===== config.mk =====
export PLATFORM = sky130hd
export DESIGN_NAME = tbus_arbiter
export DESIGN_NICKNAME = d
export VERILOG_FILES = /design/src/rtl/tbus_arbiter_pkg.sv /design/src/rtl/tbus_arbiter_rr.sv /design/src/rtl/tbus_arbiter.sv
export SDC_FILE = /design/constraint.sdc
export NUM_CORES = 1
export LEC_CHECK = 0
export CAP_MARGIN = 0
export CORE_AREA = 5 5 281 283
export CTS_CLUSTER_SIZE = 24
export DETAILED_ROUTE_END_ITERATION = 7
export DIE_AREA = 0 0 286 288
export DONT_BUFFER_PORTS = 1
export PLACE_DENSITY = 0.3
export SYNTH_ARGS = -nofsm -noshare
export SYNTH_HDL_FRONTEND = slang
export SYNTH_SLANG_ARGS = --single-unit

===== constraint.sdc =====
create_clock -name clock -period 4 [get_ports clock]
set_input_delay 0.2 -clock clock [delete_from_list [all_inputs] [get_ports clock]]
set_output_delay 0.2 -clock clock [all_outputs]
set_load 0.02 [all_outputs]

===== src/rtl/tbus_arbiter_pkg.sv =====
// Shared types and constants for the two-requester TBUS arbiter.
// Holds the state encoding, operation type codes and the latched request payload.
package tbus_arbiter_pkg;

    localparam int unsigned RESULT_WIDTH  = 64;
    localparam int unsigned TBUS_OPTYPE_W = 1;

    typedef logic [TBUS_OPTYPE_W-1:0] tbus_optype_t;

    localparam tbus_optype_t TBUS_READ  = 1'b0;
    localparam tbus_optype_t TBUS_WRITE = 1'b1;

    typedef enum logic [1:0] {
        ST_IDLE  = 2'd0,
        ST_ISSUE = 2'd1,
        ST_WAIT  = 2'd2
    } tbus_state_e;

    typedef struct packed {
        logic [RESULT_WIDTH-1:0] index;
        logic [63:0]             wdata;
        logic [63:0]             wmask;
        tbus_optype_t            optype;
    } tbus_req_t;

endpackage


===== src/rtl/tbus_arbiter_rr.sv =====
// Two-way round-robin arbiter; the pointer names the requester favoured on a tie
// and moves to the other requester only when a grant is actually issued.
module rr_arbiter2 (
    input  logic       clock,
    input  logic       reset_n,
    input  logic       en_i,
    input  logic [1:0] req_i,
    output logic [1:0] grant_o
);

    logic prio_q;
    logic prio_d;

    always_comb begin
        grant_o = '0;
        if (en_i) begin
            case (req_i)
                2'b01:   grant_o = 2'b01;
                2'b10:   grant_o = 2'b10;
                2'b11:   grant_o = prio_q ? 2'b10 : 2'b01;
                default: grant_o = '0;
            endcase
        end
        prio_d = prio_q;
        if (grant_o[0]) begin
            prio_d = 1'b1;
        end else if (grant_o[1]) begin
            prio_d = 1'b0;
        end
    end

    always_ff @(posedge clock or negedge reset_n) begin
        if (!reset_n) begin
            prio_q <= 1'b0;
        end else begin
            prio_q <= prio_d;
        end
    end

endmodule


===== src/rtl/tbus_arbiter.sv =====
// Arbitrates fetch (0) and memblock (1) onto a single TBUS port, one access in flight.
// Flushes abandon the owner's access; a response already in flight is swallowed via drop.
module tbus_arbiter
    import tbus_arbiter_pkg::*;
#(
    parameter int unsigned NREQ = 2
) (
    input  logic                                 clock,
    input  logic                                 reset_n,
    input  logic [NREQ-1:0]                      req_valid,
    output logic [NREQ-1:0]                      req_ready,
    input  logic [NREQ-1:0][RESULT_WIDTH-1:0]    req_index,
    input  logic [NREQ-1:0][63:0]                req_write_data,
    input  logic [NREQ-1:0][63:0]                req_write_mask,
    input  logic [NREQ-1:0][TBUS_OPTYPE_W-1:0]   req_operation_type,
    input  logic [NREQ-1:0]                      req_flush,
    output logic [NREQ-1:0]                      rsp_operation_done,
    output logic [RESULT_WIDTH-1:0]              rsp_read_data,
    output logic                                 tbus_index_valid,
    input  logic                                 tbus_index_ready,
    output logic [63:0]                          tbus_index,
    output logic [63:0]                          tbus_write_data,
    output logic [63:0]                          tbus_write_mask,
    output logic [TBUS_OPTYPE_W-1:0]             tbus_operation_type,
    input  logic [63:0]                          tbus_read_data,
    input  logic                                 tbus_operation_done
);

    tbus_state_e state_q, state_d;
    logic        owner_q, owner_d;
    logic        drop_q,  drop_d;
    tbus_req_t   pay_q,   pay_d;

    logic [NREQ-1:0] eligible;
    logic [1:0]      grant;
    logic            flush_owner;
    logic            in_issue;

    assign eligible    = req_valid & ~req_flush;
    assign flush_owner = req_flush[owner_q];
    assign in_issue    = (state_q == ST_ISSUE);

    rr_arbiter2 u_rr (
        .clock   (clock),
        .reset_n (reset_n),
        .en_i    (state_q == ST_IDLE),
        .req_i   (eligible),
        .grant_o (grant)
    );

    always_comb begin
        state_d            = state_q;
        owner_d            = owner_q;
        drop_d             = drop_q;
        pay_d              = pay_q;
        rsp_operation_done = '0;
        case (state_q)
            ST_IDLE: begin
                if (|grant) begin
                    owner_d      = grant[1];
                    pay_d.index  = req_index[grant[1]];
                    pay_d.wdata  = req_write_data[grant[1]];
                    pay_d.wmask  = req_write_mask[grant[1]];
                    pay_d.optype = req_operation_type[grant[1]];
                    state_d      = ST_ISSUE;
                end
            end
            ST_ISSUE: begin
                // Once the handshake fires the access cannot be recalled, only its response dropped.
                if (tbus_index_ready) begin
                    state_d = ST_WAIT;
                    drop_d  = flush_owner;
                end else if (flush_owner) begin
                    state_d = ST_IDLE;
                end
            end
            ST_WAIT: begin
                if (flush_owner) begin
                    drop_d = 1'b1;
                end
                if (tbus_operation_done) begin
                    rsp_operation_done[owner_q] = ~drop_q & ~flush_owner;
                    state_d                     = ST_IDLE;
                    drop_d                      = 1'b0;
                end
            end
            default: state_d = ST_IDLE;
        endcase
    end

    always_ff @(posedge clock or negedge reset_n) begin
        if (!reset_n) begin
            state_q      <= ST_IDLE;
            owner_q      <= 1'b0;
            drop_q       <= 1'b0;
            pay_q.index  <= '0;
            pay_q.wdata  <= '0;
            pay_q.wmask  <= '0;
            pay_q.optype <= TBUS_READ;
        end else begin
            state_q <= state_d;
            owner_q <= owner_d;
            drop_q  <= drop_d;
            pay_q   <= pay_d;
        end
    end

    // Combinational paths are forced low while reset is held so every output reads 0.
    assign req_ready           = grant & {NREQ{reset_n}};
    assign rsp_read_data       = reset_n ? tbus_read_data : '0;
    assign tbus_index_valid    = in_issue;
    assign tbus_index          = in_issue ? pay_q.index  : '0;
    assign tbus_write_data     = in_issue ? pay_q.wdata  : '0;
    assign tbus_write_mask     = in_issue ? pay_q.wmask  : '0;
    assign tbus_operation_type = in_issue ? pay_q.optype : '0;

endmodule


* Yosys cells after proc, flatten, opt, wreduce, memory -nomap -nowiden
Index checks and enable logic that the tools add are counted.
** Cells by class
- Bitwise logic cells :: 7
- Magnitude comparators :: 3
- Mux-type cells :: 33
- Equality and inequality tests :: 10
- Reduce and logical (&&, ||, !) cells :: 8
** Operator list (number)
- two-way mux 64 bit :: 10
- two-way mux 2 bit :: 8
- one-hot mux 2 bit (3 select lines) :: 2
- two-way mux 1 bit :: 11
- bitwise AND 2 bit :: 3
- == test 2 bit (second input constant) :: 3
- != test 2 bit (second input constant) :: 3
- != test 3 bit (second input constant) :: 2
- AND reduction 3 bit :: 2
- == test 2 x 1 -> 1 bit (second input constant) :: 2
- < comparator 1 x 2 -> 1 bit (second input constant) :: 2
- nonzero test 2 bit :: 2
- zero test 2 bit :: 1
- inverter 1 bit :: 2
- inverter 2 bit :: 1
- one-hot mux 1 bit (2 select lines) :: 1
- AND reduction 2 bit :: 1
- OR reduction 2 bit :: 1
- bitwise AND 1 bit :: 1
- demux 1 bit (select 1 bit) :: 1
- >= comparator 1 bit (second input constant) :: 1
- logical AND 1 bit :: 1
** Word-level totals
- Bits of input ports :: 458
- Logic and storage cells :: 69
- Output and inout bits :: 262
- Flip-flop bits (word level) :: 198

* Logic depth before layout (Yosys ltp)
Gate-level depths: netlist of run 1.
- Depth after elaboration :: 8
- Mapped depth :: 8
- Mapped depth without buffers :: 6

* By module
From an unflattened synthesis of run 1, not the netlist that was laid out.
** Second synthesis, totals
- Cells, all modules :: 1168
- Area, all modules :: 10933.0 um2
** By module, submodules not included
- tbus_arbiter :: times used 1, cells an instance 1159, area each 10864.2 um2, sequential area each 4929.7 um2
- rr_arbiter2 :: times used 1, cells an instance 9, area each 68.8 um2, sequential area each 25.0 um2

* Worst setup path before layout of run 1
Ideal clock, no wire load.
- Path kind :: register to output
- Start point :: reg state_q[1]
- End point :: out tbus_index[35]
- Arrival :: 1.602 ns
- Stages on the path, launching flop included :: 6
- Slack :: 2.198 ns
- Data required time :: 3.800 ns
- Buffers on the path :: 2
- Cell sequence :: dfrtp_1 > inv_1 > ha_1 > clkbuf_1 > clkbuf_1 > and2_1
** Between the ends
- Cells in the longest elaborated chain, start to end :: 2
** RTL lines
- start: declaration :: line tbus_arbiter.sv:29 : tbus_state_e state_q, state_d;
- start signal: assignment :: line tbus_arbiter.sv:101 : state_q <= state_d;
- == test 2 x 1 -> 1 bit :: line tbus_arbiter.sv:41 : assign in_issue = (state_q == ST_ISSUE);
- named net tbus_index_valid :: line tbus_arbiter.sv:19 : output logic tbus_index_valid,
- two-way mux 64 bit :: line tbus_arbiter.sv:112 : assign tbus_index = in_issue ? pay_q.index : '0;
- end: declaration :: line tbus_arbiter.sv:21 : output logic [63:0] tbus_index,
The timed path passes the listed nets, and every way through them passes these cells.

* Worst setup path in the final report of run 1
- Start point :: reg state_q[1]
- End point :: reg pay_q[56] (netlist name)
** Between the ends
- Cells in the longest elaborated chain, start to end :: 4
- Elaborated cells between the ends (all ways) :: 6
- Classes of those cells :: mux (3); reduce/logical (3)
** RTL lines
- zero test 2 bit * :: line tbus_arbiter.sv:46, tbus_arbiter.sv:57
- two-way mux 2 bit :: line tbus_arbiter_rr.sv:16 : if (en_i) begin
- two-way mux 64 bit (not written as such) or OR reduction 2 bit (tied branches) :: line tbus_arbiter.sv:63, tbus_arbiter.sv:59
- two-way mux 64 bit (not written as such) or AND reduction 2 bit (tied branches)
- end signal: assignment :: line tbus_arbiter.sv:104 : pay_q <= pay_d;
- end: declaration :: line tbus_arbiter.sv:32 : tbus_req_t pay_q, pay_d;
Every way passes the cells marked *; elsewhere a longest branch is shown, timed or not. The select of a mux whose other input is x is not followed.
A chain may end at the register's enable or synchronous reset.

==> flow_metrics.py, run 1 <==
metrics = {
    "global_route": {
        "track_usage_pct": 10.98,
        "grt_pass1_wl_mm": 69.63,
        "grt_pass1_vias": 11050,
        "gr-total-overflow": 0,
        "grt_max_degree": 264,
        "antenna_found_initial": 7,
    },
    "critical_path": {
        "critPathKind": "flop to flop",
        "path_cells": "inv_1 > ha_1 > nand3_4 > buf_12 > o22ai_1 > nor2_1 > dlygate4sd3_1",
        "critPathTopFamily": "buffers and inverters",
        "arrival_ns": 3.42,
        "max_stage_delay_ns": 0.55,
        "crit_fanout": 74,
        "start_kind": "flop",
        "worst_path_max_delay_cell": "dlygate4sd3_1",
        "cp-end-kind": "flop",
        "required_ns": 4.37,
        "path_buf_inv": 3,
        "regToRegSetupSlack_ns": 0.95,
    },
    "finish": {
        "fill_cells": 8517,
        "finalNetCount": 2034,
        "fin_util_pct": 20.63,
        "drive_above_1_share_pct": 3.346,
        "area_growth_pct": 53.26,
    },
    "clock_tree": {
        "insertion_delay_ns": 0.48,
        "clkTransAtPathRegs_ns": 0.08,
        "cts_resized": 0,
        "numClockSinks": 198,
        "htreeDepth": 4,
        "cts_root_buffer": "clkbuf_16",
        "post-cts-setup-buffers": 0,
        "numCtsBuffers": 17,
        "postCtsHoldBufs": 388,
        "cts_tree": "yes",
        "cts_buffer_depth": 2,
    },
    "synth": {
        "synthSimpleGateAreaFrac_pct": 33.73,
        "ys.flop_type": "dfrtp_1",
        "syn_area_per_cell_um2": 8.221,
        "yosysMostFrequentCell": "nor2_1",
        "ys_async_sr_fraction_pct": 100.0,
        "synth_xor_area_share_pct": 0,
        "ys_ff_latch": 198,
        "synth_nets": 1714,
        "syn-instance-count": 1252,
        "synth_fa_ha_area_share_pct": 0.4863,
        "synth_compound_area_share_pct": 12.21,
        "synth_top_family_by_area": "simple AND/OR/NAND/NOR gates",
        "yosys-top-cells-count": "nor2_1 (310), and2_1 (257), dfrtp_1 (198)",
        "syn_area_mm2": 0.01029,
        "synth_area_leader_cell": "dfrtp_1",
        "ys_seq_area_share_pct": 48.14,
        "synth_edf_count": 0,
        "yosysTopAreaCellShare_pct": 48.14,
        "yosysWarnings": 0,
        "synthMuxAreaShare_pct": 0.2188,
        "synth_area_leaders": "dfrtp_1 (48%), and2_1 (16%), nor2_1 (11%)",
        "synth_cell_type_count": 28,
    },
    "floorplanning": {
        "std_cell_rows": 102,
        "die_y_um": 288,
        "initial_core_util_pct": 13.46,
        "die_area_mm2": 0.08237,
        "core_area_mm2": 0.07645,
        "dieWidth_um": 286,
        "ios": 720,
    },
    "hold_path": {
        "min_path_type": "primary input to async pin",
    },
    "routing": {
        "avgRoutedWirePerCell_um": 18.50,
        "route.detailed.drc": 0,
        "routed_wl_mm": 47.63,
        "avgViaCountPerCell": 3.992,
        "detail_route.first_pass.iterations": 4,
        "dr.first_iter.drc_count": 395,
        "ant_nets": 0,
        "vias": 10280,
    },
    "timing": {
        "period_needed_ns": 3.053,
        "fin_worst_skew_ns": 0.01965,
        "grt_setup_unrepaired": "no",
        "hold_violations": 198,
        "hold_slack_ns": -0.5949,
        "maxSlewViolCount": 0,
        "worstMarginPinSlew_ns": 0.8086,
        "finalSetupViolations": 0,
        "timing.max_slew.rel_slack_pct": 45.98,
        "fmax_mhz": 327.6,
        "final.period_utilization_pct": 76.32,
        "setup-tns-final_ns": 0,
    },
    "place": {
        "port_buffers": 0,
        "routabilityCongestion": 0.7688,
        "detailed_place_hpwl_mm": 32.68,
    },
    "pwr": {
        "finalPower_w": 0.01204,
        "ir_worst_vdd_mv": 0.3016,
        "powerDensity_mw_per_mm2": 763.0,
        "leakage_nw": 6.095,
    },
    "outcome": {
        "violations": "hold timing",
        "status": "finished with violations",
    },
    "flow_run": {
        "drv_cap": 0,
    },
}
-- through the flow --
stage               cell area (um^2)  std cells  setup WS, ns  hold WS (ns)
floorplan                      10290       1252         2.198      -0.09559
global placement               11240       2153         1.576      -0.08852
detailed placement             11240       2153         1.483      -0.08887
CTS                            15770       2572        0.9278       -0.6601
global route                   15770       2574        0.7445       -0.6575
finish                         15770       2575        0.9473       -0.5949
-- logic make-up after synthesis --
kind of cell	after synthesis
AND/OR/NAND/NOR	742
multiplexers	2
buffers and inverters	106
adder cells (fa/ha/maj)	4
flip-flops	198
AO/OA/AOI/OAI	200
-- where the power goes --
group / internal [W] / switching (W)
Clock: 0.00109 / 0.000904
Sequential: 0.00298 / 0.000531
Combinational: 0.00280 / 0.00372
-- state kept, by name (all words and copies together) (netlist names) --
| signal | cells |
|---|---|
| pay_q | 193 |
| drop_q | 1 |
| state_q | 2 |
| u_rr.prio_q | 1 |
| owner_q | 1 |
-- cell type report --
cell class                 instances  area [um^2]  area share [%]
multi-input combinational        948         4841           30.69
antenna                            3        7.507         0.04759
timing repair buffer             402         4076           25.84
tap                              988         1236           7.837
inverter                           5        18.77          0.1190
sequential                       198         4955           31.41
clock buffer                      19        452.9           2.871
clock inverter                    12        186.4           1.182
-- layer usage --
layer | track usage [%] | up-vias | share of wire (%)
met5 | 0 | - | 0.14
met4 | 3.793 | 10 | 2.5
met3 | 3.983 | 67 | 8.0
met2 | 18.98 | 449 | 51
met1 | 12.54 | 5010 | 39
li1 | - | 4744 | -
-- layout by cell type (no fill, tap or decap), drive strengths merged, types with 2 or more instances in the layout --
cell and n:
nor2 310, dfrtp 198, bufinv 4, diode 3
a31oi 80, buf 14, nand3 3, ha 4
o21ai 2, and2 257, dlygate4sd3 388, o22ai 115
nand3b 2, inv 12, nand2 163, mux2 2
clkbuf 19
-- final timing paths --
path | startpoint | cells after the start | to
max | state_q[1] | 7 | pay_q[56]
min | reset_n | 0 | pay_q[109]
max reg2reg | state_q[1] | 7 | pay_q[56]
min reg2reg | u_rr.prio_q | 2 | u_rr.prio_q
max in group asynchronous | reset_n | 0 | pay_q[179]
min in group clock | tbus_operation_done | 2 | state_q[1]
Power figures use the tool's default switching activity.
==> run 2: changes to the inputs <==
- clock period: 4 -> 3.1 ns (I/O delays scaled with it)
==> flow_metrics.py, run 2 (synthesis gave the netlist of run 1 again) <==
metrics = {
    "clock_tree": {
        "cts_root_buffer": "clkbuf_16",
        "numCtsBuffers": 17,
        "cts_tree": "yes",
        "htreeDepth": 4,
        "insertion_delay_ns": 0.49,
        "numClockSinks": 198,
        "clkTransAtPathRegs_ns": 0.09,
        "post-cts-setup-buffers": 0,
        "postCtsHoldBufs": 390,
        "cts_buffer_depth": 2,
    },
    "global_route": {
        "grt_max_degree": 264,
        "grt_pass1_wl_mm": 71.24,
        "track_usage_pct": 11.29,
        "grt_pass1_vias": 11330,
        "gr-total-overflow": 0,
        "antenna_found_initial": 1,
    },
    "floorplanning": {
        "std_cell_rows": 102,
        "dieWidth_um": 286,
        "initial_core_util_pct": 13.46,
        "die_area_mm2": 0.08237,
        "ios": 720,
        "core_area_mm2": 0.07645,
        "die_y_um": 288,
    },
    "finish": {
        "fill_cells": 8516,
        "top_register": "pay_q",
        "drive_above_1_share_pct": 4.370,
        "multiInputGateArea_mm2": 0.004863,
        "largest_reg_flops": 193,
        "mostFrequentLayoutCells": "dlygate4sd3_1 (390), nor2_1 (310), and2_1 (257), dfrtp_1 (198), nand2_1 (163)",
        "area_growth_pct": 54.77,
        "finalNetCount": 2052,
        "ff_latch_area_mm2": 0.004955,
        "reg.largest.list": "pay_q (193), state_q (2)",
        "mostFrequentLayoutCell": "dlygate4sd3_1",
        "stdcell_count": 2590,
        "n_antenna_cell": 0,
    },
    "critical_path": {
        "start_kind": "flop",
        "crit_fanout": 8,
        "arrival_ns": 3.26,
        "cp-end-kind": "flop",
        "required_ns": 3.46,
        "critPathKind": "flop to flop",
    },
    "timing": {
        "setup-tns-final_ns": 0,
        "period_needed_ns": 2.899,
        "hold_violations": 198,
        "grt_setup_unrepaired": "no",
        "hold_slack_ns": -0.6457,
        "fin_worst_skew_ns": 0.01955,
        "timing.max_slew.rel_slack_pct": 43.77,
        "final.period_utilization_pct": 93.52,
        "maxSlewViolCount": 0,
        "worstMarginPinSlew_ns": 0.8416,
        "finalSetupViolations": 0,
        "fmax_mhz": 344.9,
    },
    "pwr": {
        "powerDensity_mw_per_mm2": 977.1,
        "ir_worst_vdd_mv": 0.3873,
        "leakage_nw": 6.165,
    },
    "routing": {
        "routed_wl_mm": 48.82,
        "detail_route.first_pass.iterations": 5,
        "route.detailed.drc": 0,
        "avgViaCountPerCell": 4.012,
        "avgRoutedWirePerCell_um": 18.85,
        "ant_nets": 0,
        "vias": 10390,
        "dr.first_iter.drc_count": 407,
    },
    "outcome": {
        "violations": "hold timing",
        "status": "finished with violations",
    },
    "place": {
        "routabilityCongestion": 0.7744,
        "port_buffers": 0,
        "place_inst": 2167,
        "detailed_place_hpwl_mm": 32.77,
    },
    "flow_run": {
        "drv_cap": 0,
    },
    "hold_path": {
        "min_path_type": "primary input to async pin",
    },
}
==> run 2: routing by layer <==
metal  track usage, %  vias up  part of all wire, %  routed length [um]
met3            3.777       65                  7.0                3417
met4            3.890        2                  2.6                1263
li1                 -     4789                    -                   -
met2            19.80      444                   51               24730
met1            12.88     5090                   40               19380
met5                0        -                0.041                  20
==> run 2: path summary, 6_finish.rpt <==
kind,startpoint,endpoint,slack (ns),cells past startpoint
worst max-delay path,state_q[1],state_q[1],0.20,8
worst min-delay path,reset_n,pay_q[88],-0.65,0
worst max register to register,state_q[1],state_q[1],0.20,8
worst min register to register,u_rr.prio_q,u_rr.prio_q,0.52,2
max in group asynchronous,reset_n,pay_q[183],3.35,0
min in group clock,req_flush[0],drop_q,0.12,3
==> run 2: through the flow <==
| step | hold slack [ns] | util [%] | instance area [um^2] | power [W] | setup slack (ns) |
|---|---|---|---|---|---|
| 3_5_place_dp | -0.1332 | 14.91 | 11400 | 0.01088 | 0.4871 |
| 4_1_cts | -0.7091 | 20.84 | 15930 | 0.01575 | 0.1379 |
| 3_3_place_gp | -0.1320 | 14.91 | 11400 | 0.01087 | 0.4887 |
| 5_1_grt | -0.7123 | 20.84 | 15930 | 0.01673 | 0.006074 |
| 6_report | -0.6457 | 20.84 | 15930 | 0.01556 | 0.2009 |
| 2_1_floorplan | -0.1406 | - | 10290 | 0.009356 | 1.343 |
==> run 2: cell type report <==
type	instances	area share, %
Clock inverter	13	1.037
Sequential cell	198	31.11
Multi-Input combinational cell	950	30.53
Tap cell	988	7.761
Timing Repair Buffer	418	26.69
Clock buffer	18	2.757
Inverter	5	0.1178
==> run 2: what timing repair did <==
item                       CTS  global route
hold endpoints to repair   393           198
setup endpoints to repair    1             0
resized for setup            1             0
==> run 2: critical path, cell delays in order (launching register included) <==
cell and delay [ns]:
dfrtp_1 0.40, inv_1 0.17, ha_2 0.42, inv_1 0.07
o32a_1 0.38, nand3_1 0.09, dlygate4sd3_1 0.55, o221ai_1 0.11
dlygate4sd3_1 0.58
==> run 2: where the power goes <==
group          switching, W  total [W]  internal, W
clock network       0.00120    0.00244      0.00124
registers          0.000675    0.00452      0.00385
logic               0.00489    0.00860      0.00371
==> run 3: changes to the inputs <==
--- a/constraint.sdc
+++ b/constraint.sdc
@@ -3,2 +3,2 @@
 set_output_delay 0.155 -clock clock [all_outputs]
-set_load 0.02 [all_outputs]
+set_load 0.05 [all_outputs]
==> flow_metrics.py, run 3 (synthesis gave the netlist of run 1 again) <==
metrics = {
    "global_route": {
        "gr-total-overflow": 0,
        "grt_util_met1_pct": 12.26,
        "gr-usage-met2_pct": 18.45,
        "grt_max_degree": 264,
        "grt_pass1_wl_mm": 68.12,
        "antenna_found_initial": 2,
        "track_usage_pct": 10.77,
        "grt_pass1_vias": 11060,
        "use_met3_pct": 3.872,
        "top_usage_layer": "met2",
    },
    "finish": {
        "final_area_mm2": 0.01589,
        "reg.largest.list": "pay_q (193), state_q (2)",
        "largest_reg_flops": 193,
        "top_register": "pay_q",
        "finalNetCount": 2052,
        "mostFrequentLayoutCell": "dlygate4sd3_1",
        "drive_above_1_share_pct": 4.367,
        "area_growth_pct": 54.39,
        "mostFrequentLayoutCells": "dlygate4sd3_1 (390), nor2_1 (310), and2_1 (257), dfrtp_1 (198), nand2_1 (163)",
    },
    "hold_path": {
        "min_path_type": "primary input to async pin",
    },
    "critical_path": {
        "r2r-end": "state_q[1]",
        "rr_startpoint": "state_q[1]",
        "start_kind": "flop",
        "reg2reg_depth": 8,
        "critPathTopFamily": "buffers and inverters",
        "critPathKind": "flop to flop",
        "max_stage_delay_ns": 0.57,
        "cp-end-kind": "flop",
        "path_cells": "inv_1 > ha_1 > inv_1 > o32a_1 > nand3_1 > dlygate4sd3_1 > o221ai_1 > dlygate4sd3_1",
        "regToRegSetupSlack_ns": 0.19,
        "path_buf_inv": 4,
        "worst_path_max_delay_cell": "dlygate4sd3_1",
        "required_ns": 3.46,
        "arrival_ns": 3.27,
        "crit_fanout": 7,
    },
    "timing": {
        "fin_worst_skew_ns": 0.01599,
        "grt_setup_unrepaired": "no",
        "final.period_utilization_pct": 93.71,
        "hold_slack_ns": -0.6494,
        "hold_violations": 198,
        "finalSetupViolations": 0,
        "period_needed_ns": 2.905,
        "setup-tns-final_ns": 0,
        "worstMarginPinSlew_ns": 0.9319,
        "setup_ws_ns": 0.1950,
        "fmax_mhz": 344.2,
        "timing.max_slew.rel_slack_pct": 37.60,
        "maxSlewViolCount": 0,
    },
    "floorplanning": {
        "dieWidth_um": 286,
        "die_y_um": 288,
        "std_cell_rows": 102,
        "initial_core_util_pct": 13.46,
        "die_area_mm2": 0.08237,
        "ios": 720,
        "core_area_mm2": 0.07645,
    },
    "routing": {
        "routed_wl_mm": 47.48,
        "detail_route.first_pass.iterations": 4,
        "ant_nets": 0,
        "avgViaCountPerCell": 4.003,
        "dr.first_iter.drc_count": 401,
        "route.detailed.drc": 0,
        "avgRoutedWirePerCell_um": 18.31,
        "vias": 10380,
    },
    "clock_tree": {
        "postCtsHoldBufs": 390,
        "clkTransAtPathRegs_ns": 0.09,
        "cts_tree": "yes",
        "numClockSinks": 198,
        "numCtsBuffers": 17,
        "cts_root_buffer": "clkbuf_16",
        "insertion_delay_ns": 0.49,
        "cts_resized": 0,
        "cts_buffer_depth": 2,
        "htreeDepth": 4,
    },
    "pwr": {
        "comb_power_share_pct": 62.8,
        "p_seq_share_pct": 24.2,
        "leakage_nw": 6.151,
        "swShare_pct": 52.99,
        "ir_worst_vdd_mv": 0.5030,
        "clock_power_share_pct": 13.0,
        "power_switching_w": 0.009860,
        "powerDensity_mw_per_mm2": 1171,
        "p_int_w": 0.008748,
    },
    "outcome": {
        "violations": "hold timing",
        "status": "finished with violations",
    },
    "place": {
        "postPlaceCellArea_mm2": 0.01134,
        "routabilityCongestion": 0.7812,
        "detailed_place_hpwl_mm": 32.26,
        "place_ws_ns": 0.5784,
        "port_buffers": 0,
    },
    "flow_run": {
        "drv_cap": 0,
    },
}
==> run 3: worst register-to-register path, delay by kind of cell (launching register included) <==
| family | cells | cell delay [ns] |
|---|---|---|
| buffers and inverters | 4 | 1.36 |
| adders and majority gates | 1 | 0.45 |
| AOI/OAI and AO/OA | 2 | 0.49 |
| DFF | 1 | 0.40 |
| and+or+nand+nor | 1 | 0.09 |
==> run 3: through the flow <==
stage	util (%)	power [W]	hold WS, ns	instances
floorplan	-	0.01249	-0.1406	1252
global placement	14.84	0.01400	-0.1317	2164
detailed placement	14.84	0.01398	-0.1330	2164
CTS	20.73	0.01878	-0.7160	2586
global route	20.78	0.01973	-0.7132	2592
finish	20.79	0.01861	-0.6494	2593
==> run 3: what timing repair did <==
item                                   in CTS  in global routing
endpoints found under the hold margin     393                198
gates cloned                                0                  1
pin swaps                                   1                  1
setup endpoints to repair                   1                  1
buffers inserted                            0                  4
==> run 3: how the worst max path moves through the flow <==
stage / from / end / cells after the start
2_1_floorplan: state_q[1] / tbus_index[35] / 5
3_3_place_gp: state_q[1] / req_ready[1] / 6
3_5_place_dp: state_q[1] / req_ready[1] / 6
4_1_cts: state_q[1] / req_ready[1] / 6
5_1_grt: state_q[1] / pay_q[161] / 7
6_report: state_q[1] / state_q[1] / 8
==> run 3: power groups by stage <==
stage | Clock (W) | Sequential [W] | Combinational, W
6_report | 0.00243 | 0.00450 | 0.0117
3_3_place_gp | 0 | 0.00453 | 0.00947
3_5_place_dp | 0 | 0.00454 | 0.00944
4_1_cts | 0.00260 | 0.00450 | 0.0117
2_1_floorplan | 0 | 0.00430 | 0.00819
5_1_grt | 0.00267 | 0.00466 | 0.0124
==> run 3: metal layers <==
| layer | vias to the layer above | share of wire (%) |
|---|---|---|
| met5 | - | 0.021 |
| met3 | 70 | 7.4 |
| li1 | 4793 | - |
| met4 | 2 | 2.8 |
| met1 | 5076 | 40 |
| met2 | 440 | 50 |
==> run 3: cell type report <==
class | instances | area [um^2]
clock inverter | 14 | 168.9
inverter | 5 | 18.77
timing repair buffer | 419 | 4222
antenna | 2 | 5.005
multi-input combinational | 949 | 4856
fill | 8471 | 60560
sequential | 198 | 4955
clock buffer | 18 | 429.2
tap | 988 | 1236
